--- src/rtl/sram_arb_pkg.sv ---
// Shared definitions for the two-port SRAM arbiter: FSM state encoding and port indices.
package sram_arb_pkg;

   typedef enum logic [1:0] {
      IDLE   = 2'd0,
      ACCESS = 2'd1,
      DONE   = 2'd2
   } state_t;

   localparam logic PORT_CPU = 1'b0;
   localparam logic PORT_DMA = 1'b1;

endpackage

--- src/rtl/sram_arbiter.sv ---
// Two-requester arbiter in front of a single SRAM controller, one transaction at a time.
// Define SRAM_ARB_RR_EN for round-robin on simultaneous requests; otherwise port 0 has fixed priority.
module sram_arbiter
   import sram_arb_pkg::*;
#(
   parameter int ADDR_W = 20,
   parameter int DATA_W = 32
) (
   input  logic                clk,
   input  logic                rst,
   input  logic                req0,
   input  logic                we0,
   input  logic [ADDR_W-1:0]   addr0,
   input  logic [DATA_W/8-1:0] be0,
   input  logic [DATA_W-1:0]   wdata0,
   input  logic                req1,
   input  logic                we1,
   input  logic [ADDR_W-1:0]   addr1,
   input  logic [DATA_W/8-1:0] be1,
   input  logic [DATA_W-1:0]   wdata1,
   output logic                ack0,
   output logic [DATA_W-1:0]   rdata0,
   output logic                ack1,
   output logic [DATA_W-1:0]   rdata1,
   output logic                mem_en,
   output logic                mem_we,
   output logic [ADDR_W-1:0]   mem_addr,
   output logic [DATA_W/8-1:0] mem_be,
   output logic [DATA_W-1:0]   mem_wdata,
   input  logic [DATA_W-1:0]   mem_rdata,
   input  logic                mem_busy
);

   state_t                state_q, state_d;
   logic                  grant;
   logic                  win_d;
   logic                  winner_q;
   logic                  mem_we_q;
   logic [ADDR_W-1:0]     mem_addr_q;
   logic [DATA_W/8-1:0]   mem_be_q;
   logic [DATA_W-1:0]     mem_wdata_q;
   logic [DATA_W-1:0]     rdata0_q, rdata1_q;
   logic                  complete;

`ifdef SRAM_ARB_RR_EN
   logic last_q;

   // On a tie the port that was not served last wins; a lone request always wins.
   always_comb begin
      win_d = req0 ? PORT_CPU : PORT_DMA;
      if (req0 && req1) begin
         win_d = (last_q == PORT_CPU) ? PORT_DMA : PORT_CPU;
      end
   end

   always_ff @(posedge clk or posedge rst) begin
      if (rst) begin
         last_q <= PORT_DMA;
      end else if (grant) begin
         last_q <= win_d;
      end
   end
`else
   assign win_d = req0 ? PORT_CPU : PORT_DMA;
`endif

   always_comb begin
      state_d = state_q;
      grant   = 1'b0;
      case (state_q)
         IDLE: begin
            if (req0 || req1) begin
               grant   = 1'b1;
               state_d = ACCESS;
            end
         end
         ACCESS: begin
            if (!mem_busy) begin
               state_d = DONE;
            end
         end
         DONE:    state_d = IDLE;
         default: state_d = IDLE;
      endcase
   end

   assign complete = (state_q == ACCESS) && !mem_busy;

   always_ff @(posedge clk or posedge rst) begin
      if (rst) begin
         state_q     <= IDLE;
         winner_q    <= PORT_CPU;
         mem_we_q    <= 1'b0;
         mem_addr_q  <= '0;
         mem_be_q    <= '0;
         mem_wdata_q <= '0;
         rdata0_q    <= '0;
         rdata1_q    <= '0;
      end else begin
         state_q <= state_d;
         // Command is frozen at grant so requester-side changes cannot disturb the access.
         if (grant) begin
            winner_q    <= win_d;
            mem_we_q    <= (win_d == PORT_CPU) ? we0    : we1;
            mem_addr_q  <= (win_d == PORT_CPU) ? addr0  : addr1;
            mem_be_q    <= (win_d == PORT_CPU) ? be0    : be1;
            mem_wdata_q <= (win_d == PORT_CPU) ? wdata0 : wdata1;
         end
         if (complete && !mem_we_q) begin
            if (winner_q == PORT_CPU) begin
               rdata0_q <= mem_rdata;
            end else begin
               rdata1_q <= mem_rdata;
            end
         end
      end
   end

   assign mem_en    = (state_q == ACCESS);
   assign mem_we    = mem_we_q;
   assign mem_addr  = mem_addr_q;
   assign mem_be    = mem_be_q;
   assign mem_wdata = mem_wdata_q;
   assign ack0      = (state_q == DONE) && (winner_q == PORT_CPU);
   assign ack1      = (state_q == DONE) && (winner_q == PORT_DMA);
   assign rdata0    = rdata0_q;
   assign rdata1    = rdata1_q;

endmodule

--- config.mk ---
export PLATFORM = sky130hd
export DESIGN_NAME = sram_arbiter
export DESIGN_NICKNAME = d
export VERILOG_FILES = /design/src/rtl/sram_arb_pkg.sv /design/src/rtl/sram_arbiter.sv
export SDC_FILE = /design/constraint.sdc
export NUM_CORES = 1
export LEC_CHECK = 0
export ABC_AREA = 1
export CAP_MARGIN = 40
export CORE_UTILIZATION = 37
export CTS_CLUSTER_SIZE = 28
export DETAILED_ROUTE_END_ITERATION = 7
export HOLD_SLACK_MARGIN = 0.06
export PLACE_DENSITY = 0.74
export SYNTH_ARGS = -nofsm -noshare
export SYNTH_HDL_FRONTEND = slang
export SYNTH_SLANG_ARGS = --single-unit
--- constraint.sdc ---
create_clock -name clk -period 4.4 [get_ports clk]
set_input_delay 0.88 -clock clk [delete_from_list [all_inputs] [get_ports clk]]
set_output_delay 0.88 -clock clk [all_outputs]
set_load 0.02 [all_outputs]
==> results.py <==
metrics = {
    "routing": {
        "antenna_left": 0,
        "detail_route.first_pass.iterations": 4,
        "drc": 0,
        "routedWlPerCell_um": 14.4,
        "drtIter0Drc": 324,
        "vias": 5559,
        "viasPerCell": 4.70,
        "wl_mm": 17.0,
    },
    "critical_path": {
        "cp-start-kind": "register",
        "cpMaxStageDelayCell": "clkdlybuf4s50_1",
        "path_buf_inv": 2,
        "crit_family": "buffers and inverters",
        "critical_path.max_fanout": 34,
        "crit_chain": "inv_2 > nor3_1 > clkdlybuf4s50_1",
        "cp_slowest_stage_delay_ns": 0.58,
        "required_ns": 3.52,
        "r2r-start": "state_q[1]$_DFFE_PP0P_",
        "critPathKind": "reg2out",
        "cp.arrival_ns": 1.93,
        "worstReg2RegEnd": "rdata0[16]$_DFFE_PP0P_",
        "end_kind": "primary output",
        "worst-r2r-setup-slack_ns": 2.50,
        "reg2reg_depth": 6,
    },
    "placed_design": {
        "gp_congestion": 0.816,
        "io_buffers": 274,
        "dp_slack_ns": 1.72,
        "dp_cells": 1150,
        "hpwl_mm": 11.8,
        "placed_area_um2": 8580,
    },
    "power_and_ir_drop": {
        "leakagePower_nw": 4.51,
        "swShare_pct": 40.7,
        "power_frac_clock_pct": 20.3,
        "vdd_drop_max_mv": 0.679,
        "powerDensity_nw_per_um2": 688,
        "power_frac_seq_pct": 31.2,
        "p_comb_share_pct": 48.4,
        "intPower_mw": 3.72,
        "power_mw": 6.27,
        "switching_power_mw": 2.55,
    },
    "synthesis": {
        "synth_compound_area_share_pct": 5.26,
        "synthAdderAreaFrac_pct": 0,
        "synthSimpleGateAreaFrac_pct": 31.4,
        "synth.area.mux_share_pct": 0,
        "synth_xor_area_share_pct": 0,
        "ys_seq_elements": 124,
        "yosysWarnings": 0,
        "synth_common_cells": "357 x nand2_1, 124 x dfrtp_1, 66 x nand4_1, 60 x inv_1, 59 x o21ai_0",
        "synth_nets": 880,
        "syn_area_per_cell_um2": 7.84,
        "yosys.area.top_type": "dfrtp_1",
        "yosys-top-cells-area": "dfrtp_1 54%, nand2_1 23%, nand4_1 7.2%",
        "synth-edff-count": 0,
        "synth_top_cell_area_share_pct": 54.3,
        "synth_flop_cell": "dfrtp_1",
        "yosysMostFrequentCell": "nand2_1",
        "synthDistinctLibCells": 16,
        "syn_area_um2": 5710,
        "yosysSeqAreaShare_pct": 54.3,
        "async_flop_share_pct": 100,
        "syn_inst": 729,
        "synth_top_family_by_area": "simple AND/OR/NAND/NOR gates",
    },
    "clocking": {
        "cts_setup_buffers": 0,
        "cts_tree": "done",
        "clkTransAtPathRegs_ns": 0.06,
        "root_buffer": "clkbuf_16",
        "clkSinkCount": 124,
        "clock_path_buffers": 2,
        "numCtsBuffers": 17,
        "cts_hold_buf": 0,
        "clk_latency_ns": 0.41,
        "cts_resized": 0,
        "htreeDepth": 4,
    },
    "sta": {
        "fin_crit_ns": 2.81,
        "worst_pin_slew_ns": 0.719,
        "grt_setup_unrepaired": "false",
        "setup-tns-final_ns": 0,
        "relSlewSlack_pct": 51.9,
        "maxSlewViolCount": 0,
        "max_freq_mhz": 356,
        "fin_crit_sh_pct": 63.8,
        "finalSetupViolations": 0,
        "hold_violations": 0,
        "holdWs_ns": 0.469,
        "setup_slack_ns": 1.59,
        "fin_worst_skew_ns": 0.00676,
    },
    "floorplan": {
        "num_io_pins": 275,
        "die_w_um": 126,
        "start_util_pct": 37.7,
        "die_area_um2": 15900,
        "core_region_area_um2": 15100,
        "rows": 45,
        "die_h_um": 126,
    },
    "hold_path": {
        "holdCritPathClass": "reg2reg",
        "min_path_cells": 2,
        "holdCritStartpoint": "mem_wdata[10]$_DFFE_PP0P_",
        "hold_end": "mem_wdata[10]$_DFFE_PP0P_",
    },
    "finish": {
        "syn2layout_area_growth_pct": 59.7,
        "final_core_util_pct": 60.2,
        "instances_no_fill": 1182,
        "nNetsFinal": 1132,
        "multiInputGateArea_um2": 2100,
        "final_area_um2": 9120,
        "area.sequential_um2": 3100,
        "nFillCells": 1369,
        "drive_above_1_share_pct": 5.43,
        "num_antenna_cells": 0,
    },
    "global_route": {
        "overflow": 0,
        "grt_max_degree": 68,
        "antenna_found_initial": 0,
        "grt_pass1_wl_mm": 27.6,
        "grt_util_all_layers_pct": 22.2,
        "grt_pass1_vias": 5379,
    },
    "flow_run": {
        "drv_cap": 0,
    },
    "outcome": {
        "status": "completed",
    },
}
[cells by family after synthesis]
kind of cell,Yosys count
AOI/OAI and AO/OA,60
buffers and inverters,116
DFF,124
and+or+nand+nor,429
[worst reg2reg max path, cell delays in order, from the launching register on]
cell,delay (ns)
dfrtp_1,0.40
inv_2,0.09
nand2_1,0.10
nor2_4,0.57
buf_4,0.44
nand4_1,0.14
nand2_1,0.10
[flip-flops by register name, summed over array words and instances, names as in the netlist]
register   cells
mem_addr      20
rdata1        32
mem_wdata     32
winner_q       1
mem_be         4
rdata0        32
mem_we         1
state_q        2
[power by group through the flow]
stage / Combinational, mW / Sequential, mW / Clock, mW
2_1_floorplan: 0.982 / 2.56 / 0
3_3_place_gp: 2.98 / 1.96 / 0
3_5_place_dp: 3.06 / 1.96 / 0
4_1_cts: 3.07 / 1.96 / 1.30
5_1_grt: 3.29 / 2.02 / 1.36
6_report: 3.04 / 1.96 / 1.28
[per-layer routing]
metal	routed length [µm]	global-route usage, %
met5	0	0
met4	317	7.87
met3	1650	9.01
met2	8070	36.4
met1	6940	26.2
[cell usage in the layout (no fill, tap or decap), types with 3 or more instances in the layout]
cell type,count
dfrtp_1,124
clkbuf_16,17
inv_1,58
buf_4,7
buf_12,4
inv_2,5
clkinv_4,3
nand4_1,66
nor2_4,3
o21ai_0,59
clkinvlp_4,4
clkdlybuf4s50_1,273
nand2_1,357
clkinv_2,4
[worst max-delay path by stage]
stage / cells after the start / end / from / slack, ns
2_1_floorplan: 1 / mem_addr[0]$_DFFE_PP0P_ / rst / 0.22
3_3_place_gp: 5 / rdata1[26]$_DFFE_PP0P_ / mem_busy / 1.74
3_5_place_dp: 5 / rdata0[20]$_DFFE_PP0P_ / mem_busy / 1.72
4_1_cts: 3 / ack1 / winner_q$_DFFE_PP0P_ / 1.55
5_1_grt: 3 / ack1 / winner_q$_DFFE_PP0P_ / 1.47
6_report: 3 / ack1 / winner_q$_DFFE_PP0P_ / 1.59
[layout make-up]
cell class / instances / share of cell area (%)
inverter: 64 / 2.66
multi-input combinational: 489 / 23.1
sequential: 124 / 34.0
tap: 188 / 2.58
clock inverter: 13 / 1.03
timing repair buffer: 285 / 31.7
clock buffer: 19 / 4.96
Note: power is estimated with default switching activity, not from simulation.
